$ cat src/rtl/fft_sample_deserializer.sv
// ============================================================================
// fft_sample_deserializer
//
// Input stage directly upstream of the FFT. It accepts one BIT_WIDTH real
// sample per recv handshake and collects N_SAMPLES consecutive samples into
// one frame. The frame is then presented as a parallel array on the FFT's
// val/rdy recv interface. The k-th accepted sample of a frame lands in
// send_msg[k]. Bit reversal is left to the FFT.
//
// Configuration macro: FFT_DESER_DOUBLE_BUFFER_EN
//   undefined : single frame buffer with a FILL/FULL FSM. One dead cycle
//               occurs per frame while the full frame is handed over.
//   defined   : ping/pong banks with fill/send bank pointers and a full
//               count. Sustains one sample per cycle when send_rdy is high.
//
// Ports
//   clk       in   rising-edge clock
//   reset     in   asynchronous, active-high reset
//   recv_msg  in   BIT_WIDTH serial input sample
//   recv_val  in   input sample valid
//   recv_rdy  out  input ready (held low while reset is high)
//   send_msg  out  BIT_WIDTH x [N_SAMPLES] frame to the FFT
//   send_val  out  frame valid
//   send_rdy  in   FFT ready
// ============================================================================
module fft_sample_deserializer #(
    parameter int BIT_WIDTH  = 32,
    parameter int DECIMAL_PT = 16,
    parameter int N_SAMPLES  = 8
) (
    input  logic                 clk,
    input  logic                 reset,
    input  logic [BIT_WIDTH-1:0] recv_msg,
    input  logic                 recv_val,
    output logic                 recv_rdy,
    output logic [BIT_WIDTH-1:0] send_msg [N_SAMPLES],
    output logic                 send_val,
    input  logic                 send_rdy
);

    localparam int               IDX_W    = $clog2(N_SAMPLES);
    localparam logic [IDX_W-1:0] LAST_IDX = IDX_W'(N_SAMPLES - 1);

    // wr_idx wraps by natural overflow, so the frame length must be a power of two.
    if ((N_SAMPLES < 2) || ((N_SAMPLES & (N_SAMPLES - 1)) != 0)) begin : g_bad_n_samples
        $error("fft_sample_deserializer: N_SAMPLES must be a power of two >= 2");
    end
    // Samples pass through untouched. The fixed-point position only has to be sane.
    if ((DECIMAL_PT < 0) || (DECIMAL_PT > BIT_WIDTH)) begin : g_bad_decimal_pt
        $error("fft_sample_deserializer: DECIMAL_PT must lie within BIT_WIDTH");
    end

    logic [IDX_W-1:0] wr_idx_q, wr_idx_d;

`ifdef FFT_DESER_DOUBLE_BUFFER_EN

    logic [BIT_WIDTH-1:0] bank_q [2][N_SAMPLES];
    logic [BIT_WIDTH-1:0] bank_d [2][N_SAMPLES];
    logic                 fill_bank_q, fill_bank_d;
    logic                 send_bank_q, send_bank_d;
    logic [1:0]           full_cnt_q, full_cnt_d;
    logic                 accept, consume, last_accept;

    // NOTE: every signal gets a default at the top of the block, so no path can infer a latch.
    always_comb begin
        bank_d      = bank_q;
        wr_idx_d    = wr_idx_q;
        fill_bank_d = fill_bank_q;
        send_bank_d = send_bank_q;
        full_cnt_d  = full_cnt_q;

        accept      = recv_val && recv_rdy;
        consume     = send_val && send_rdy;
        last_accept = accept && (wr_idx_q == LAST_IDX);

        if (accept) begin
            bank_d[fill_bank_q][wr_idx_q] = recv_msg;
            wr_idx_d                      = wr_idx_q + 1'b1;
        end
        if (last_accept) begin
            fill_bank_d = ~fill_bank_q;
        end
        if (consume) begin
            send_bank_d = ~send_bank_q;
        end

        // A completed frame and a consumed frame in the same cycle cancel.
        // Both banks still swap roles.
        case ({last_accept, consume})
            2'b10:   full_cnt_d = full_cnt_q + 2'd1;
            2'b01:   full_cnt_d = full_cnt_q - 2'd1;
            default: full_cnt_d = full_cnt_q;
        endcase
    end

    // NOTE: the frame storage is reset on purpose. A reset must leave send_msg at zero
    // and must leave no stale words from a discarded frame.
    always_ff @(posedge clk or posedge reset) begin
        if (reset) begin
            wr_idx_q    <= '0;
            fill_bank_q <= 1'b0;
            send_bank_q <= 1'b0;
            full_cnt_q  <= 2'd0;
            for (int b = 0; b < 2; b++) begin
                for (int k = 0; k < N_SAMPLES; k++) begin
                    bank_q[b][k] <= '0;
                end
            end
        end else begin
            // NOTE: state is updated only with non-blocking assignments, so every flop
            // samples its pre-edge inputs.
            wr_idx_q    <= wr_idx_d;
            fill_bank_q <= fill_bank_d;
            send_bank_q <= send_bank_d;
            full_cnt_q  <= full_cnt_d;
            bank_q      <= bank_d;
        end
    end

    assign recv_rdy = ~reset & (full_cnt_q != 2'd2);
    assign send_val = (full_cnt_q != 2'd0);

    always_comb begin
        for (int k = 0; k < N_SAMPLES; k++) begin
            send_msg[k] = bank_q[send_bank_q][k];
        end
    end

`else

    typedef enum logic {
        FILL = 1'b0,
        FULL = 1'b1
    } state_e;

    state_e               state_q, state_d;
    logic [BIT_WIDTH-1:0] mem_q [N_SAMPLES];
    logic [BIT_WIDTH-1:0] mem_d [N_SAMPLES];

    // NOTE: every signal gets a default at the top of the block, so no path can infer a latch.
    always_comb begin
        state_d  = state_q;
        wr_idx_d = wr_idx_q;
        mem_d    = mem_q;

        case (state_q)
            FILL: begin
                if (recv_val) begin
                    mem_d[wr_idx_q] = recv_msg;
                    wr_idx_d        = wr_idx_q + 1'b1;
                    if (wr_idx_q == LAST_IDX) begin
                        state_d = FULL;
                    end
                end
            end
            FULL: begin
                if (send_rdy) begin
                    state_d  = FILL;
                    wr_idx_d = '0;
                end
            end
            default: state_d = FILL;
        endcase
    end

    // NOTE: the frame storage is reset on purpose. A reset must leave send_msg at zero
    // and must leave no stale words from a discarded frame.
    always_ff @(posedge clk or posedge reset) begin
        if (reset) begin
            state_q  <= FILL;
            wr_idx_q <= '0;
            for (int k = 0; k < N_SAMPLES; k++) begin
                mem_q[k] <= '0;
            end
        end else begin
            // NOTE: state is updated only with non-blocking assignments, so every flop
            // samples its pre-edge inputs.
            state_q  <= state_d;
            wr_idx_q <= wr_idx_d;
            mem_q    <= mem_d;
        end
    end

    // Both handshake outputs are decoded straight from the state flop.
    // Neither one depends on the partner's val or rdy.
    assign recv_rdy = ~reset & (state_q == FILL);
    assign send_val = (state_q == FULL);

    always_comb begin
        for (int k = 0; k < N_SAMPLES; k++) begin
            send_msg[k] = mem_q[k];
        end
    end

`endif

endmodule

$ cat config.mk
export PLATFORM = sky130hd
export DESIGN_NAME = fft_sample_deserializer
export DESIGN_NICKNAME = d
export VERILOG_FILES = /design/src/rtl/fft_sample_deserializer.sv
export SDC_FILE = /design/constraint.sdc
export NUM_CORES = 1
export LEC_CHECK = 0
export ABC_AREA = 1
export ABC_CLOCK_PERIOD_IN_PS = 25900
export CAP_MARGIN = 10
export CELL_PAD_IN_SITES_DETAIL_PLACEMENT = 1
export CELL_PAD_IN_SITES_GLOBAL_PLACEMENT = 1
export CORE_AREA = 5 5 171 173
export DETAILED_ROUTE_END_ITERATION = 16
export DIE_AREA = 0 0 176 178
export PLACE_DENSITY_LB_ADDON = 0.1
export SETUP_SLACK_MARGIN = 0.02
export SLEW_MARGIN = 20
export SYNTH_ARGS = -nofsm -noshare
export SYNTH_HDL_FRONTEND = slang
export SYNTH_SLANG_ARGS = --single-unit
$ cat constraint.sdc
create_clock -name clk -period 25.9 [get_ports clk]
set_clock_uncertainty 0.15 [all_clocks]
set_input_delay 6.475 -clock clk [delete_from_list [all_inputs] [get_ports clk]]
set_output_delay 6.475 -clock clk [all_outputs]
set_load 0.005 [all_outputs]
==> flow_summary.json, run 1 <==
{
  "startpoint_type": "input pin",
  "finalCritPeriodShare_pct": 55.01,
  "numCtsBuffers": 29,
  "place_area_mm2": 0.01336,
  "post_cts_buffers": 0,
  "max_clock_freq_ghz": 0.07018,
  "ys_ff_latch": 260,
  "nets": 1440,
  "ys_seq_area_share_pct": 63.02,
  "critPathMaxStageDelay_ps": 510,
  "crit_slowest_cell": "clkdlybuf4s50_1",
  "io_buffers": 293,
  "fin_setup_tns_ps": 0,
  "globalplace.congestion": 0.7853,
  "syn_nets": 1208,
  "r2r_setup_slack_ps": 22820,
  "overflow": 0,
  "maxSlewHeadroom_pct": 30.07,
  "synthTopCellsByCount": "nand2_1 (587), dfrtp_1 (260), nand3_1 (132), o21ai_1 (60), buf_2 (55)",
  "yosysTopAreaCellShare_pct": 63.02,
  "drv_cap": 0,
  "cp-end-kind": "primary output",
  "crit_chain": "clkdlybuf4s50_1, nor2_1, clkdlybuf4s50_1",
  "synth_top_area_cell": "dfrtp_1",
  "antenna_found_initial": 1,
  "cp_common_cell": "clkdlybuf4s50_1",
  "die-height_um": 178,
  "stdcell_area_mm2": 0.01423,
  "clk_latency_ps": 530,
  "final_layout_size_suffix_gt1_share_pct": 4.651,
  "fill_cells": 3176,
  "drt_pre_antenna_iters": 4,
  "synth_edf_count": 0,
  "drc": 0,
  "criticalPathCategory": "in -> out",
  "run_status": "completed",
  "grt_pass1_vias": 9470,
  "p_leak_nw": 6.972,
  "ir_worst_vdd_v": 0.00006216,
  "vias_per_cell": 5.057,
  "coreArea_mm2": 0.02748,
  "finalSetupViolCount": 0,
  "cts.sinks": 260,
  "whs_ps": 319.0,
  "crit_arrival_ps": 7620,
  "ys_async_sr_fraction_pct": 100.0,
  "multi_input_area_mm2": 0.003382,
  "chipWidth_um": 176,
  "cts_resized": 0,
  "powerDensity_mw_per_mm2": 131.4,
  "start_util_pct": 37.58,
  "clk_pin_slew_ps": 60,
  "area_growth_pct": 37.82,
  "hold_path_depth": 2,
  "wl_um": 37590,
  "syn_avg_cell_area_um2": 8.825,
  "grt_max_degree": 124,
  "rows": 61,
  "grtUsageTotal_pct": 23.73,
  "synth_cells": 1170,
  "netlist_area_mm2": 0.01032,
  "layout.area.seq_mm2": 0.006506,
  "dp_hpwl_um": 24470,
  "vias": 8925,
  "crit_path_max_fanout": 2,
  "r2r_cells": 5,
  "cts_buffer_depth": 3,
  "h-tree-depth": 1,
  "n_antenna_cell": 0,
  "holdBufCountCts": 0,
  "drtIter0Drc": 608,
  "hold_path.class": "reg -> reg",
  "yosys-top-cells-area": "dfrtp_1 (63%), nand2_1 (21%), nand3_1 (6.4%), o21ai_1 (2.9%), buf_2 (2.7%)",
  "critPathRequiredTime_ps": 19270,
  "drtAntennaViolNets": 0,
  "grt_pass1_wl_um": 57720,
  "rsz0062_at_grt": "no",
  "worstMarginPinSlew_ps": 1046,
  "root_buffer": "clkbuf_16",
  "slew_viol_final": 0,
  "ios": 294,
  "yosysUniqueCellTypes": 17,
  "wl_per_cell_um": 21.29,
  "finish.utilization_pct": 51.79,
  "period_needed_ps": 14250,
  "synth-main-ff-cell": "dfrtp_1",
  "yosys_warnings": 0,
  "die-area_mm2": 0.03133,
  "hold_violations": 0,
  "cts_tree": "yes",
  "yosysMostFrequentCell": "nand2_1"
}
-- final cells by class --
type                            instances  share of cell area [%]
Multi-Input combinational cell        802                   23.77
Tap cell                              346                   3.042
Inverter                                7                  0.2374
Clock buffer                           43                   5.750
Timing Repair Buffer                  302                   21.09
Sequential cell                       260                   45.72
Clock inverter                          5                  0.3957
-- routing by layer --
layer	GRT usage, %	up-vias	routed length (µm)
met1	32.05	4496	16420
li1	-	4125	-
met2	39.00	258	17800
met3	5.956	44	2547
met5	0	-	13
met4	5.426	2	801
-- sequential cells by signal (all words and copies together) (netlist names) --
signal,cells
send_msg,256
wr_idx_q,3
send_val,1
-- power by group --
part	switching [W]	leakage, nW	internal (W)
Combinational	0.000374	3.27	0.000403
Clock	0.000164	0.424	0.000226
Sequential	0.000111	3.28	0.000593
Total	0.000648	6.97	0.00122
-- kinds of logic (layout without fill, tap and decap cells) --
group	count (synthesis)	count (layout)	synth area share [%]
compound gates	68	68	3.320
simple gates	732	732	28.44
fa+ha+maj	2	2	0.2423
flops	260	260	63.02
buf+inv	108	357	4.980
-- final timing paths --
path / endpoint / from
min reg2reg: send_msg[48] / send_msg[48]
max: recv_rdy / reset
min: send_msg[48] / send_msg[48]
max in group asynchronous: send_msg[195] / reset
min in group asynchronous: send_msg[214] / reset
max reg2reg: send_msg[183] / wr_idx_q[1]
-- layout by cell type, fill, tap and decap left out, drive strengths merged, types with 2 or more instances in the layout --
cell and instances:
nor2 12, o21ai 67, clkbuf 43, clkdlybuf4s50 293
inv 7, nand3 133, clkinv 3, buf 9
nand2 587, ha 2, dfrtp 260
-- stage by stage --
stage               cells  worst slack [ps]  power (W)
floorplan            1170             12120  0.0009757
global placement     1717             11630   0.001472
detailed placement   1717             11640   0.001493
CTS                  1765             11640   0.001894
global route         1765             11600   0.001993
finish               1765             11650   0.001870
-- critical path: cells and delay by family --
family,cells,cell delay [ps]
AND/OR/NAND/NOR,1,130
buffers and inverters,2,1020
(Power assumes the default switching activity.)
==> run 2, diff against run 1 <==
Settings changed: ABC_CLOCK_PERIOD_IN_PS 25900 to 14530, CORE_AREA 5 5 171 173 to 5 5 178 180, DIE_AREA 0 0 176 178 to 0 0 183 185.
Clock period 25.9 ns to 14.53 ns, I/O delays scaled along.
==> flow_summary.json, run 2 (same netlist as run 1, synthesis figures left out) <==
{
  "cts_resized": 0,
  "clk_latency_ps": 550,
  "grtUsageTotal_pct": 22.22,
  "final_common_cell": "nand2_1",
  "post-place-ws_ps": 5961,
  "wl_per_cell_um": 21.09,
  "coreArea_mm2": 0.03003,
  "vias": 8869,
  "drt_pre_antenna_iters": 5,
  "crit_arrival_ps": 4800,
  "cts_buffer_depth": 3,
  "grt_max_degree": 144,
  "finalCritPeriodShare_pct": 59.09,
  "globalplace.congestion": 0.8011,
  "dp_hpwl_um": 24910,
  "wl_um": 38430,
  "drtIter0Drc": 601,
  "startpoint_type": "input pin",
  "holdBufCountCts": 0,
  "vias_per_cell": 4.868,
  "area_growth_pct": 41.29,
  "final_layout_size_suffix_gt1_share_pct": 5.820,
  "drc": 0,
  "post_cts_buffers": 0,
  "io_buffers": 293,
  "p_leak_nw": 7.114,
  "period_needed_ps": 8585,
  "cp-end-kind": "primary output",
  "rr_endpoint": "send_msg[185]",
  "largest_register_ffs": 256,
  "nets": 1440,
  "rsz0062_at_grt": "no",
  "start_util_pct": 34.38,
  "stdcell_area_mm2": 0.01459,
  "layout_setup_ws_ps": 5945,
  "r2r_cells": 5,
  "total_power_w": 0.003513,
  "rows": 64,
  "hold_path_depth": 2,
  "max_clock_freq_ghz": 0.1165,
  "place_area_mm2": 0.01342,
  "fin_setup_tns_ps": 0,
  "n_antenna_cell": 0,
  "grt_pass1_wl_um": 58570,
  "critPathRequiredTime_ps": 10750,
  "crit_path_max_fanout": 2,
  "die-height_um": 185,
  "hold_violations": 0,
  "overflow": 0,
  "finalSetupViolCount": 0,
  "clk_pin_slew_ps": 60,
  "die-area_mm2": 0.03386,
  "antenna_found_initial": 2,
  "ios": 294,
  "worstMarginPinSlew_ps": 1075,
  "r2r_setup_slack_ps": 11510,
  "slew_viol_final": 0,
  "reg2reg_from": "wr_idx_q[1]",
  "maxSlewHeadroom_pct": 28.15,
  "powerDensity_mw_per_mm2": 240.8,
  "root_buffer": "clkbuf_16",
  "ir_worst_vdd_v": 0.00009364,
  "drv_cap": 0,
  "chipWidth_um": 183,
  "criticalPathCategory": "in -> out",
  "hp-start": "send_msg[105]",
  "hold_path.class": "reg -> reg",
  "h-tree-depth": 1,
  "run_status": "completed",
  "whs_endpoint": "send_msg[105]",
  "numCtsBuffers": 30,
  "drtAntennaViolNets": 0,
  "mostFrequentLayoutCells": "nand2_1 (586), clkdlybuf4s50_1 (293), dfrtp_1 (260), nand3_1 (128), o21ai_1 (60)",
  "finish.utilization_pct": 48.58,
  "grt_pass1_vias": 9373,
  "cts_tree": "yes",
  "cts.sinks": 260
}
-- run 2: cell count changes in the layout (fill, tap and decap cells not counted), moves of 2 or more --
| cell | change |
|---|---|
| clkinv_2 | +3 |
| clkbuf_1 | -8 |
| bufinv_16 | +7 |
| clkbuf_8 | +3 |
| nand3_1 | -2 |
| nand3_2 | +2 |
| clkbuf_16 | +2 |
| clkinvlp_4 | +2 |
-- run 2: how the worst max path moves through the flow --
stage / start / end / depth (start not counted)
2_1_floorplan: reset / send_msg[0] / 1
3_3_place_gp: reset / recv_rdy / 3
3_5_place_dp: reset / recv_rdy / 3
4_1_cts: reset / recv_rdy / 3
5_1_grt: reset / recv_rdy / 3
6_report: reset / recv_rdy / 3
-- run 2: layout make-up --
class	count	area, µm²
clock inverters	16	287.8
well taps	396	495.5
repair buffers	301	2993
flip-flops and latches	260	6506
multi-input cells	802	3387
inverters	7	38.79
fillers	3437	15440
clock buffers	40	879.6
-- run 2: routing by layer --
layer / GRT usage, % / up-vias / wire length (µm)
met3: 5.970 / 48 / 2645
met5: 0 / - / 25
met4: 4.678 / 4 / 813
met2: 35.86 / 249 / 17790
met1: 30.41 / 4447 / 17160
li1: - / 4121 / -
-- run 2: worst max-delay path, stage by stage --
cell and delay, ps:
clkdlybuf4s50_1 520, nor2_1 140, clkdlybuf4s50_1 510
-- run 2: power breakdown --
part           switching (W)  total [W]  leakage, nW  internal, W
Clock               0.000313   0.000878        0.568     0.000565
Combinational       0.000665    0.00138         3.27     0.000716
Sequential          0.000197    0.00125         3.28      0.00106
Total                0.00118    0.00351         7.11      0.00234
-- run 2: per-stage QoR --
step                      instances  hold WS, ps
final                          1822        318.9
after global routing           1822        338.2
after CTS                      1822        323.9
after floorplan                1170        315.4
after global placement         1766        302.5
after detailed placement       1766        307.9
==> run 3, diff against run 2 <==
Settings changed: ABC_CLOCK_PERIOD_IN_PS 14530 to 8790.
Clock period 14.53 ns to 8.79 ns, I/O delays scaled along.
==> flow_summary.json, run 3 (same netlist as run 1, synthesis figures left out) <==
{
  "run_status": "completed",
  "slew_viol_final": 0,
  "cts.sinks": 260,
  "fin_setup_tns_ps": 0,
  "grt_max_degree": 177,
  "highest_layer": "met5",
  "hold_path.class": "reg -> reg",
  "powerDensity_mw_per_mm2": 387.9,
  "dp_hpwl_um": 25000,
  "crit_path_max_fanout": 2,
  "rows": 64,
  "criticalPathCategory": "in -> out",
  "area_growth_pct": 39.57,
  "r2r_cells": 5,
  "clk_latency_ps": 550,
  "cts_tree": "yes",
  "drt_pre_antenna_iters": 4,
  "grtUsageTotal_pct": 22.26,
  "clk_pin_slew_ps": 60,
  "hp-start": "send_msg[39]",
  "vias_per_cell": 4.894,
  "hold_violations": 0,
  "p_leak_nw": 7.021,
  "grt_pass1_vias": 9307,
  "vias": 8912,
  "h-tree-depth": 1,
  "whs_endpoint": "send_msg[39]",
  "ios": 294,
  "crit_arrival_ps": 3270,
  "numCtsBuffers": 30,
  "startpoint_type": "input pin",
  "final_layout_size_suffix_gt1_share_pct": 4.986,
  "largest_register_ffs": 256,
  "antenna_found_initial": 1,
  "maxSlewHeadroom_pct": 28.27,
  "worstMarginPinSlew_ps": 1073,
  "wl_per_cell_um": 21.18,
  "rsz0062_at_grt": "no",
  "max_clock_freq_ghz": 0.1779,
  "wirelength_met1_um": 16800,
  "die-area_mm2": 0.03386,
  "globalplace.congestion": 0.7994,
  "root_buffer": "clkbuf_16",
  "start_util_pct": 34.38,
  "chipWidth_um": 183,
  "wl_met3_um": 2815,
  "final_common_cell": "nand2_1",
  "period_needed_ps": 5621,
  "cp-end-kind": "primary output",
  "rr_endpoint": "send_msg[185]",
  "io_buffers": 293,
  "cts_buffer_depth": 3,
  "grt_pass1_wl_um": 58910,
  "mostFrequentLayoutCells": "nand2_1 (586), clkdlybuf4s50_1 (293), dfrtp_1 (260), nand3_1 (129), o21ai_1 (60)",
  "nets": 1442,
  "finalCritPeriodShare_pct": 63.95,
  "holdBufCountCts": 0,
  "die-height_um": 185,
  "coreArea_mm2": 0.03003,
  "drtIter0Drc": 518,
  "overflow": 0,
  "drtAntennaViolNets": 0,
  "post_cts_buffers": 0,
  "critPathRequiredTime_ps": 6440,
  "cts_resized": 0,
  "drv_cap": 0,
  "finalSetupViolCount": 0,
  "wl_um": 38560,
  "drc": 0,
  "ir_worst_vdd_v": 0.0001787,
  "reg2reg_from": "wr_idx_q[1]",
  "finish.utilization_pct": 47.99,
  "hold_path_depth": 2,
  "r2r_setup_slack_ps": 5670,
  "route.met2.wl_um": 18150
}
## run 3: cell types whose count changed in the layout (fill, tap and decap cells not counted), moves of 2 or more
| cell | delta |
|---|---|
| clkbuf_1 | +9 |
| bufinv_16 | -7 |
| buf_12 | +2 |
| clkinv_2 | -4 |
## run 3: area by class of cell
cell class                 instances  area [µm²]
fill                            3431       15620
sequential                       260        6506
inverter                           7       30.03
timing repair buffer             303        3033
tap                              396       495.5
clock buffer                      49       913.4
clock inverter                     3       42.54
antenna                            1       2.502
multi-input combinational        802        3387
## run 3: report_power, final
group          switching [W]  total [W]  internal (W)
combinational        0.00110    0.00229       0.00119
clock               0.000490    0.00122      0.000729
sequential          0.000332    0.00208       0.00175
total                0.00192    0.00559       0.00367
## run 3: how the worst max path moves through the flow
stage          start           to  slack, ps
2_1_floorplan  reset  send_msg[0]       3010
3_3_place_gp   reset     recv_rdy       3170
6_report       reset     recv_rdy       3170
4_1_cts        reset     recv_rdy       3160
3_5_place_dp   reset     recv_rdy       3170
5_1_grt        reset     recv_rdy       3140
## run 3: through the flow
step	area [µm²]	worst slack (ps)	total power (W)	hold WS [ps]	instances
after detailed placement	13430	3170	0.004418	307.3	1767
after global placement	13430	3167	0.004356	303.3	1767
after global routing	14410	3136	0.005966	339.5	1820
after floorplan	10330	3015	0.002875	315.4	1170
after CTS	14390	3158	0.005673	321.6	1819
final	14410	3169	0.005590	320.9	1821
## run 3: metal layers
layer	GRT usage, %	vias up
li1	-	4136
met1	30.19	4481
met2	36.30	243
met3	5.734	50
met4	4.917	2
met5	0	-
## run 3: critical path: stages
cell and delay [ps]:
clkdlybuf4s50_1 450, nor2_1 110, clkdlybuf4s50_1 510
